<file path="config.mk">
export PLATFORM = sky130hd
export DESIGN_NAME = apb_arbiter2
export DESIGN_NICKNAME = d
export VERILOG_FILES = /design/src/rtl/apb_arbiter2.sv
export SDC_FILE = /design/constraint.sdc
export NUM_CORES = 1
export LEC_CHECK = 0
export CAP_MARGIN = 20
export CORE_MARGIN = 8
export CORE_UTILIZATION = 42
export CTS_BUF_LIST = sky130_fd_sc_hd__clkbuf_4 sky130_fd_sc_hd__clkbuf_8 sky130_fd_sc_hd__clkbuf_16
export DETAILED_ROUTE_END_ITERATION = 8
export GPL_TIMING_DRIVEN = 0
export HOLD_SLACK_MARGIN = 0.05
export MAX_ROUTING_LAYER = met4
export PLACE_DENSITY = 0.81
export SLEW_MARGIN = 20
export SYNTH_ARGS = -nofsm -noshare
export SYNTH_HDL_FRONTEND = slang
export SYNTH_SLANG_ARGS = --single-unit
</file>
<file path="constraint.sdc">
create_clock -name clk -period 6.8 [get_ports clk]
set_clock_uncertainty 0.2 [all_clocks]
set_input_delay 1.36 -clock clk [delete_from_list [all_inputs] [get_ports clk]]
set_output_delay 1.36 -clock clk [all_outputs]
set_load 0.02 [all_outputs]
</file>
<file path="src/rtl/apb_arbiter2.sv">
// Two-requester round-robin APB master arbiter with a PREADY timeout.
// One APB transfer at a time; results return on a one-cycle per-requester done pulse.
module apb_arbiter2 #(
  parameter int unsigned G_REGWIDTH   = 32,
  parameter int unsigned G_ADDR_WIDTH = 4,
  parameter int unsigned G_TIMEOUT    = 16
) (
  input  logic                      clk,
  input  logic                      rst,
  input  logic                      req0_valid,
  input  logic                      req0_write,
  input  logic [G_ADDR_WIDTH-1:0]   req0_addr,
  input  logic [G_REGWIDTH-1:0]     req0_wdata,
  input  logic [G_REGWIDTH/8-1:0]   req0_strb,
  output logic                      req0_done,
  output logic [G_REGWIDTH-1:0]     req0_rdata,
  output logic                      req0_err,
  input  logic                      req1_valid,
  input  logic                      req1_write,
  input  logic [G_ADDR_WIDTH-1:0]   req1_addr,
  input  logic [G_REGWIDTH-1:0]     req1_wdata,
  input  logic [G_REGWIDTH/8-1:0]   req1_strb,
  output logic                      req1_done,
  output logic [G_REGWIDTH-1:0]     req1_rdata,
  output logic                      req1_err,
  output logic                      m_apb_psel,
  output logic                      m_apb_penable,
  output logic                      m_apb_pwrite,
  output logic [2:0]                m_apb_pprot,
  output logic [G_ADDR_WIDTH-1:0]   m_apb_paddr,
  output logic [G_REGWIDTH-1:0]     m_apb_pwdata,
  output logic [G_REGWIDTH/8-1:0]   m_apb_pstrb,
  input  logic                      m_apb_pready,
  input  logic [G_REGWIDTH-1:0]     m_apb_prdata,
  input  logic                      m_apb_pslverr
);

  localparam int unsigned STRB_W   = G_REGWIDTH / 8;
  localparam int unsigned CNT_W    = (G_TIMEOUT > 1) ? $clog2(G_TIMEOUT) : 1;
  localparam int unsigned TMO_LAST = (G_TIMEOUT == 0) ? 0 : G_TIMEOUT - 1;

  typedef enum logic [1:0] {IDLE, SETUP, ACCESS, DONE} state_t;

  state_t state, state_nxt;

  logic              grant, grant_d;
  logic              last_grant, last_grant_d;
  logic              grant_sel;
  logic [CNT_W-1:0]  cnt, cnt_d;
  logic              timeout_hit;

  logic                    psel_d, penable_d, pwrite_d;
  logic [G_ADDR_WIDTH-1:0] paddr_d;
  logic [G_REGWIDTH-1:0]   pwdata_d;
  logic [STRB_W-1:0]       pstrb_d;
  logic                    done0_d, done1_d, err0_d, err1_d;
  logic [G_REGWIDTH-1:0]   rdata0_d, rdata1_d;
  logic [G_REGWIDTH-1:0]   xfer_rdata;
  logic                    xfer_err;
  logic                    sel_write;

  assign m_apb_pprot = 3'b000;

  // Sole requester wins; on contention the one not served last wins.
  assign grant_sel   = (req0_valid && req1_valid) ? ~last_grant : req1_valid;
  assign sel_write   = grant_sel ? req1_write : req0_write;
  assign timeout_hit = (G_TIMEOUT != 0) && !m_apb_pready && (cnt == CNT_W'(TMO_LAST));

  always_ff @(posedge clk) begin
    if (rst) state <= IDLE;
    else     state <= state_nxt;
  end

  always_comb begin
    state_nxt = state;
    case (state)
      IDLE:    if (req0_valid || req1_valid) state_nxt = SETUP;
      SETUP:   state_nxt = ACCESS;
      ACCESS:  if (m_apb_pready || timeout_hit) state_nxt = DONE;
      DONE:    state_nxt = IDLE;
      default: state_nxt = IDLE;
    endcase
  end

  // Next values of every registered output, derived from the upcoming state.
  always_comb begin
    psel_d       = 1'b0;
    penable_d    = 1'b0;
    pwrite_d     = m_apb_pwrite;
    paddr_d      = m_apb_paddr;
    pwdata_d     = m_apb_pwdata;
    pstrb_d      = m_apb_pstrb;
    grant_d      = grant;
    last_grant_d = last_grant;
    cnt_d        = cnt;
    done0_d      = 1'b0;
    done1_d      = 1'b0;
    rdata0_d     = req0_rdata;
    rdata1_d     = req1_rdata;
    err0_d       = req0_err;
    err1_d       = req1_err;
    xfer_rdata   = (m_apb_pready && !m_apb_pwrite) ? m_apb_prdata : '0;
    xfer_err     = m_apb_pready ? m_apb_pslverr : 1'b1;

    case (state_nxt)
      SETUP:   psel_d = 1'b1;
      ACCESS:  begin psel_d = 1'b1; penable_d = 1'b1; end
      default: ;
    endcase

    if (state == IDLE && state_nxt == SETUP) begin
      grant_d  = grant_sel;
      pwrite_d = sel_write;
      paddr_d  = grant_sel ? req1_addr  : req0_addr;
      pwdata_d = grant_sel ? req1_wdata : req0_wdata;
      pstrb_d  = sel_write ? (grant_sel ? req1_strb : req0_strb) : '0;
    end

    if (state == ACCESS) begin
      if (state_nxt == ACCESS) begin
        cnt_d = cnt + CNT_W'(1);
      end else if (grant) begin
        done1_d  = 1'b1;
        rdata1_d = xfer_rdata;
        err1_d   = xfer_err;
      end else begin
        done0_d  = 1'b1;
        rdata0_d = xfer_rdata;
        err0_d   = xfer_err;
      end
    end

    if (state == DONE) begin
      last_grant_d = grant;
      cnt_d        = '0;
    end
  end

  always_ff @(posedge clk) begin
    if (rst) begin
      m_apb_psel    <= 1'b0;
      m_apb_penable <= 1'b0;
      m_apb_pwrite  <= 1'b0;
      m_apb_paddr   <= '0;
      m_apb_pwdata  <= '0;
      m_apb_pstrb   <= '0;
      grant         <= 1'b0;
      last_grant    <= 1'b1;
      cnt           <= '0;
      req0_done     <= 1'b0;
      req1_done     <= 1'b0;
      req0_rdata    <= '0;
      req1_rdata    <= '0;
      req0_err      <= 1'b0;
      req1_err      <= 1'b0;
    end else begin
      m_apb_psel    <= psel_d;
      m_apb_penable <= penable_d;
      m_apb_pwrite  <= pwrite_d;
      m_apb_paddr   <= paddr_d;
      m_apb_pwdata  <= pwdata_d;
      m_apb_pstrb   <= pstrb_d;
      grant         <= grant_d;
      last_grant    <= last_grant_d;
      cnt           <= cnt_d;
      req0_done     <= done0_d;
      req1_done     <= done1_d;
      req0_rdata    <= rdata0_d;
      req1_rdata    <= rdata1_d;
      req0_err      <= err0_d;
      req1_err      <= err1_d;
    end
  end

endmodule

</file>
==> results of run 1 <==
worst paths after layout:
check             cells past startpoint     startpoint  slack [ns]             end
setup / recovery                      8   m_apb_pready        3.28  req1_rdata[27]
hold / removal                        2  req0_rdata[5]        0.25   req0_rdata[5]
setup reg to reg                      8         cnt[0]        4.10  req1_rdata[27]
hold reg to reg                       2  req0_rdata[5]        0.25   req0_rdata[5]
placed cells by master, fill, tap and decap left out, drive strengths merged:
cell / instances
clkdlybuf4s50: 229
nand2: 146
dfxtp: 119
nand3: 66
a21oi: 65
nor2: 44
buf: 38
clkbuf: 38
a311oi: 37
nand4: 8
ha: 6
inv: 5
a31oi: 5
nor2b: 4
bufinv: 4
clkinv: 4
nor3: 3
conb: 3
a211oi: 3
xor2: 2
a311o: 1
o31a: 1
and3b: 1
nand3b: 1
nor3b: 1
or3b: 1
and2: 1
a21boi: 1
a21bo: 1
mux2i: 1
a211o: 1
o21ai: 1
or3: 1
clkinvlp: 1
Yosys cell counts, drive strengths merged (2+ instances only):
library cell  count  area [um2]
nand2           146         551
dfxtp           119        2380
nand3            66         330
a21oi            65         325
nor2             44         165
buf              38         248
a311oi           37         324
clkbuf           16        60.1
nand4             8        50.1
ha                6        75.1
a31oi             5        31.3
inv               5        18.8
nor2b             4        25.0
a211oi            3        27.5
nor3              3        15.0
xor2              2        17.5
registers in the layout, indices dropped and copies added (netlist names), 2 cells and up:
register / cells
req1_rdata: 32
m_apb_paddr: 4
state: 2
cnt: 4
m_apb_pstrb: 4
m_apb_pwdata: 32
req0_rdata: 32
routing by layer:
layer / up-vias / global-route usage
met2: 265 / 0.395
met3: 32 / 0.0980
li1: 2508 / -
met4: 0 / 0.0746
met5: - / -
met1: 2408 / 0.252
worst max-delay path: stages:
cell             delay, ns
clkdlybuf4s50_1       0.44
a311o_1               0.33
a31oi_1               0.27
ha_1                  0.37
nand3b_1              0.29
buf_2                 0.29
nand2_1               0.10
a21oi_1               0.19
cells by family after synthesis:
group,count (synthesis),share of synthesized area
AND/OR/NAND/NOR,277,0.250
XOR/XNOR,2,0.00367
AO/OA/AOI/OAI,116,0.160
buffers and inverters,59,0.0685
adder cells (fa/ha/maj),6,0.0157
other,1,0.000786
multiplexers,1,0.00210
flip-flops,119,0.499
stage by stage:
stage / power, mW / util
detailed placement: 1.70 / 0.643
global route: 2.76 / 0.699
finish: 2.64 / 0.699
floorplan: 1.32 / -
CTS: 2.65 / 0.699
global placement: 1.68 / 0.643
power groups by stage:
stage | Clock [mW] | Combinational, mW | Sequential, mW
finish | 0.948 | 0.825 | 0.867
global route | 0.994 | 0.887 | 0.878
CTS | 0.958 | 0.828 | 0.866
detailed placement | 0 | 0.821 | 0.878
global placement | 0 | 0.810 | 0.872
floorplan | 0 | 0.326 | 0.991
cell type report:
class	instances	area, um2
multi-input cells	405	2070
flip-flops and latches	119	2380
inverters	5	18.8
repair buffers	229	2290
clock inverters	9	148
plain buffers	54	308
clock buffers	22	482
fillers	888	3390
well taps	143	179
==> impl_metrics.json, run 1 <==
{
  "ys_ff_latch": 119,
  "grt_pass1_vias": 5263,
  "ir_worst_vdd_mv": 0.185,
  "post_dp_cell_area_mm2": 0.00725,
  "slew_headroom": 0.593,
  "tns_ns": 0,
  "setup_viol": 0,
  "p_int_mw": 1.82,
  "wl_met1_um": 6800,
  "holdBufCountCts": 0,
  "ys_warn_count": 0,
  "cp.required_ns": 6.93,
  "initial_utilization": 0.423,
  "postSynth.asyncResetShare": 0,
  "die-area_mm2": 0.0150,
  "yosys_most_used_dff": "dfxtp_1",
  "die_width_um": 123,
  "dp_hpwl_um": 13700,
  "cp.arrival_ns": 3.65,
  "ctsResizeCount": 0,
  "synth.cell_area_mm2": 0.00477,
  "grt_pass1_wl_um": 27000,
  "met3_length_um": 2080,
  "routabilityCongestion": 0.853,
  "grt_max_degree": 17,
  "fin_area_mm2": 0.00788,
  "wire_per_inst_um": 17.9,
  "drive_gt1_frac": 0.0842,
  "crit_path_start_kind": "input pin",
  "area_delta_synth_final_pct": 65.2,
  "p_clk_frac": 0.359,
  "rsz0062_at_grt": "false",
  "track_usage": 0.237,
  "dr.pass1.iters": 6,
  "cts_tree": "built",
  "hold_viol_final": 0,
  "final_antenna_net_count": 0,
  "finalNonFillerCells": 986,
  "num_antenna_cells": 0,
  "synth_edf_count": 0,
  "fin_nets": 957,
  "ys_seq_area_frac": 0.499,
  "leakage_nw": 2.86,
  "clk_pin_slew_ns": 0.05,
  "pre_cts_ws_ns": 2.93,
  "wl_met2_um": 8400,
  "hold_ws_ns": 0.252,
  "grt_antenna_before_repair": 0,
  "syn_area_per_cell_um2": 8.21,
  "grt_remaining_overflow": 0,
  "drv_slew": 0,
  "fin_crit_ns": 3.52,
  "clk_latency_ns": 0.41,
  "die_y_um": 123,
  "fp-row-count": 39,
  "placed_cells": 955,
  "drc": 0,
  "path_max_fanout": 10,
  "clock.fmax_mhz": 284,
  "layout_setup_ws_ns": 3.28,
  "core_mm2": 0.0113,
  "fin_crit_sh": 0.517,
  "p_seq_frac": 0.328,
  "numCtsBuffers": 17,
  "hold_class": "register to register",
  "synth_cell_type_count": 35,
  "h-tree-depth": 4,
  "drt_iter0_markers": 474,
  "routed_wl_um": 17600,
  "clockBufferDepth": 2,
  "criticalPathCategory": "input pin to register",
  "root_buffer": "clkbuf_16",
  "switching_share": 0.310,
  "switchingPower_mw": 0.819,
  "worst_slew_pin_slew_ns": 0.610,
  "max_cap_viol_count": 0,
  "syn_inst": 581,
  "dr.max_layer_used": "met4",
  "portBuffers": 229,
  "vias": 5213,
  "clock_sinks": 119,
  "via_per_inst": 5.29,
  "power.density_mw_per_mm2": 335,
  "postCtsSetupBuffers": 0,
  "status": "completed",
  "pin_count": 234,
  "combPwrFrac": 0.313,
  "endpoint_kind": "register"
}
No activity file was read; power rests on OpenSTA's default activity.
==> inputs of run 2 (changes only) <==
CORE_UTILIZATION = 41   (was 42)
PLACE_DENSITY = 0.79   (was 0.81)
clock period = 3.3 ns   (was 6.8 ns; I/O delays follow)
==> impl_metrics.json, run 2 (same netlist as run 1, synthesis figures left out) <==
{
  "final_common_cell": "clkdlybuf4s50_1",
  "path_cells": "clkdlybuf4s50_1 -> a311o_1 -> a31oi_1 -> ha_1 -> nand3b_1 -> buf_2 -> nand2_1 -> a21oi_1",
  "fillers": 927,
  "max_cap_viol_count": 0,
  "grt_pass1_wl_um": 27200,
  "h-tree-depth": 4,
  "clock_sinks": 119,
  "ir_worst_vdd_mv": 0.382,
  "criticalPathCategory": "input pin to register",
  "fin_nets": 957,
  "grt_max_degree": 17,
  "final_core_util": 0.692,
  "via_per_inst": 5.28,
  "finalNonFillerCells": 986,
  "final_antenna_net_count": 0,
  "holdBufCountCts": 0,
  "status": "completed",
  "clk_pin_slew_ns": 0.05,
  "fin_crit_sh": 0.861,
  "layout_setup_ws_ns": 0.460,
  "cts_tree": "built",
  "pre_cts_ws_ns": 0.0202,
  "layout_common_cells": "clkdlybuf4s50_1 (229), nand2_1 (145), dfxtp_1 (119), nand3_1 (66), a21oi_1 (65)",
  "routabilityCongestion": 0.903,
  "drive_gt1_frac": 0.0842,
  "grt_remaining_overflow": 0,
  "wire_per_inst_um": 17.9,
  "die_width_um": 124,
  "fin_crit_ns": 2.84,
  "clockBufferDepth": 2,
  "crit_path_top_delay_cell": "clkdlybuf4s50_1",
  "power.density_mw_per_mm2": 687,
  "initial_utilization": 0.420,
  "r2r_end": "req1_rdata[12]",
  "num_antenna_cells": 0,
  "leakage_nw": 2.84,
  "die_y_um": 124,
  "vias": 5203,
  "drt_iter0_markers": 406,
  "r2r_slack_ns": 0.60,
  "r2r_start": "cnt[0]",
  "routed_wl_um": 17600,
  "max_stage_delay_ns": 0.45,
  "worst_slew_pin_slew_ns": 0.544,
  "crit_end": "req1_rdata[12]",
  "grt_antenna_before_repair": 0,
  "die-area_mm2": 0.0153,
  "drc": 0,
  "hold_class": "register to register",
  "portBuffers": 229,
  "area_delta_synth_final_pct": 65.0,
  "rsz0062_at_grt": "false",
  "worstRegToRegCells": 8,
  "cp-startpoint": "m_apb_pready",
  "hold_viol_final": 0,
  "endpoint_kind": "register",
  "dr.pass1.iters": 5,
  "ctsResizeCount": 0,
  "postCtsSetupBuffers": 0,
  "drv_slew": 0,
  "pin_count": 234,
  "root_buffer": "clkbuf_16",
  "reg.largest.list": "m_apb_pwdata (32), req0_rdata (32), req1_rdata (32)",
  "tns_ns": 0,
  "clock.fmax_mhz": 352,
  "setup_viol": 0,
  "path_max_fanout": 10,
  "fp-row-count": 39,
  "grt_pass1_vias": 5322,
  "crit_path_start_kind": "input pin",
  "dp_hpwl_um": 13800,
  "placed_cells": 955,
  "numCtsBuffers": 17,
  "cp.required_ns": 3.42,
  "slew_headroom": 0.637,
  "fin_total_pwr_mw": 5.41,
  "clk_latency_ns": 0.40,
  "cp.arrival_ns": 2.96,
  "track_usage": 0.235,
  "core_mm2": 0.0114
}
[run 2: changes by cell type in the layout (fill, tap and decap cells not counted), sizes merged]
cell	before	now
clkbuf	38	34
clkinv	4	6
clkinvlp	1	3
[run 2: worst min-delay path by stage]
| stage | end | cells after the start | slack (ns) | startpoint |
|---|---|---|---|---|
| 6_report | req0_rdata[18] | 2 | 0.25 | req0_rdata[18] |
| 5_1_grt | req0_rdata[18] | 2 | 0.27 | req0_rdata[18] |
| 4_1_cts | req1_rdata[4] | 2 | 0.25 | req1_rdata[4] |
| 3_5_place_dp | req1_rdata[1] | 2 | 0.25 | req1_rdata[1] |
| 3_3_place_gp | req1_rdata[3] | 2 | 0.24 | req1_rdata[3] |
| 2_1_floorplan | cnt[3] | 2 | 0.27 | cnt[3] |
[run 2: routing by layer]
layer	wire, um	global-route usage	vias up
met5	0	-	-
met2	8450	0.389	266
met3	2210	0.100	23
met1	6670	0.248	2415
li1	-	-	2499
met4	282	0.0760	0
[run 2: critical path, delay by kind of cell]
kind | cells | cell delay, ns
AO/OA/AOI/OAI | 3 | 0.80
adder cells (fa/ha/maj) | 1 | 0.39
AND/OR/NAND/NOR | 2 | 0.37
buffers and inverters | 2 | 0.73
[run 2: area by class of cell]
cell class	count	area (um2)	share of cell area
Buffer	54	308	0.0391
Clock buffer	18	439	0.0558
Clock inverter	13	180	0.0229
Inverter	5	18.8	0.00239
Multi-Input combinational cell	405	2070	0.263
Sequential cell	119	2380	0.303
Tap cell	143	179	0.0227
Timing Repair Buffer	229	2290	0.291
[run 2: stage by stage]
stage | hold WS [ns] | instance area [um2]
2_1_floorplan | 0.267 | 4780
3_3_place_gp | 0.242 | 7250
3_5_place_dp | 0.247 | 7250
4_1_cts | 0.255 | 7870
5_1_grt | 0.274 | 7870
6_report | 0.255 | 7870
[run 2: report_power, final]
group	switching [mW]	internal [mW]	total, mW
Combinational	0.937	0.765	1.70
Clock	0.654	1.27	1.93
Sequential	0.122	1.66	1.78
Total	1.71	3.70	5.41
==> inputs of run 3 (changes only) <==
PLACE_DENSITY = unset   (was 0.79)
PLACE_DENSITY_LB_ADDON = 0.1   (was unset)
==> impl_metrics.json, run 3 (same netlist as run 1, synthesis figures left out) <==
{
  "via_per_inst": 5.16,
  "final_core_util": 0.694,
  "fin_nets": 957,
  "power.density_mw_per_mm2": 690,
  "fin_crit_sh": 0.830,
  "crit_path_start_kind": "input pin",
  "rsz0062_at_grt": "false",
  "hold_viol_final": 0,
  "clock_sinks": 119,
  "endpoint_kind": "register",
  "worst_slew_pin_slew_ns": 0.586,
  "drt_iter0_markers": 262,
  "cp.required_ns": 3.42,
  "grt_pass1_vias": 5400,
  "post_dp_cell_area_mm2": 0.00725,
  "holdPathEnd": "req1_rdata[11]",
  "postCtsSetupBuffers": 0,
  "grt_remaining_overflow": 0,
  "slew_headroom": 0.609,
  "pre_cts_ws_ns": 0.135,
  "holdBufCountCts": 0,
  "max_cap_viol_count": 0,
  "h-tree-depth": 4,
  "drive_gt1_frac": 0.0853,
  "r2r_slack_ns": 0.69,
  "hold_ws_ns": 0.251,
  "drc": 0,
  "grt_max_degree": 17,
  "cp.arrival_ns": 2.86,
  "fin_area_mm2": 0.00789,
  "tns_ns": 0,
  "ctsResizeCount": 0,
  "status": "completed",
  "min_path_cells": 2,
  "layout_common_cells": "clkdlybuf4s50_1 (229), nand2_1 (145), dfxtp_1 (119), nand3_1 (66), a21oi_1 (65)",
  "routed_wl_um": 17000,
  "clk_pin_slew_ns": 0.05,
  "criticalPathCategory": "input pin to register",
  "root_buffer": "clkbuf_16",
  "worstRegToRegCells": 8,
  "leakage_nw": 2.86,
  "drv_slew": 0,
  "area_delta_synth_final_pct": 65.5,
  "hold_start": "req1_rdata[11]",
  "num_antenna_cells": 0,
  "clockBufferDepth": 2,
  "dr.pass1.iters": 4,
  "grt_antenna_before_repair": 0,
  "pin_count": 234,
  "clk_latency_ns": 0.40,
  "fin_total_pwr_mw": 5.45,
  "final_common_cell": "clkdlybuf4s50_1",
  "fp-row-count": 39,
  "core_mm2": 0.0114,
  "cts_tree": "built",
  "ir_worst_vdd_mv": 0.416,
  "wire_per_inst_um": 17.3,
  "layout_setup_ws_ns": 0.562,
  "initial_utilization": 0.420,
  "path_max_fanout": 10,
  "setup_viol": 0,
  "grt_pass1_wl_um": 26600,
  "final_antenna_net_count": 0,
  "fin_crit_ns": 2.74,
  "track_usage": 0.229,
  "r2r_end": "req1_rdata[1]",
  "die_y_um": 124,
  "hold_class": "register to register",
  "portBuffers": 229,
  "placed_cells": 955,
  "clock.fmax_mhz": 365,
  "r2r_start": "cnt[0]",
  "vias": 5094,
  "routabilityCongestion": 0.807,
  "die_width_um": 124,
  "numCtsBuffers": 17,
  "dp_hpwl_um": 13500,
  "finalNonFillerCells": 987,
  "reg.largest.list": "m_apb_pwdata (32), req0_rdata (32), req1_rdata (32)",
  "die-area_mm2": 0.0153
}
## run 3: cell count changes in the layout (fill, tap and decap cells not counted), sizes merged
cell / before / now
clkbuf: 34 / 40
clkinv: 6 / 3
clkinvlp: 3 / 1
## run 3: layer usage
layer	wire, um	global-route usage
met1	6450	0.230
met2	8210	0.381
met3	2000	0.107
met4	394	0.0880
met5	0	-
## run 3: critical path, stage by stage
cell and delay [ns]:
clkdlybuf4s50_1 0.43, a311o_1 0.33, a31oi_1 0.27, ha_1 0.39, nand3b_1 0.28, buf_2 0.27
nand2_1 0.08, a21oi_1 0.15
## run 3: final cells by class
type / instances / area, um2
clock inverters: 8 / 143
fillers: 971 / 3480
well taps: 143 / 179
repair buffers: 229 / 2290
flip-flops and latches: 119 / 2380
clock buffers: 24 / 503
plain buffers: 54 / 308
inverters: 5 / 18.8
multi-input cells: 405 / 2070
## run 3: worst max path at each step
stage | slack, ns | startpoint | cells past startpoint | endpoint
6_report | 0.56 | m_apb_pready | 8 | req1_rdata[1]
5_1_grt | 0.40 | m_apb_pready | 8 | req1_rdata[14]
4_1_cts | 0.54 | m_apb_pready | 8 | req1_rdata[1]
3_5_place_dp | 0.14 | m_apb_pready | 8 | req1_rdata[1]
3_3_place_gp | 0.17 | m_apb_pready | 8 | req1_rdata[16]
2_1_floorplan | 0.83 | m_apb_pready | 8 | req1_rdata[14]
## run 3: where the power goes
group / switching (mW) / internal [mW]
Clock: 0.619 / 1.36
Sequential: 0.122 / 1.66
Combinational: 0.919 / 0.764
Total: 1.66 / 3.79
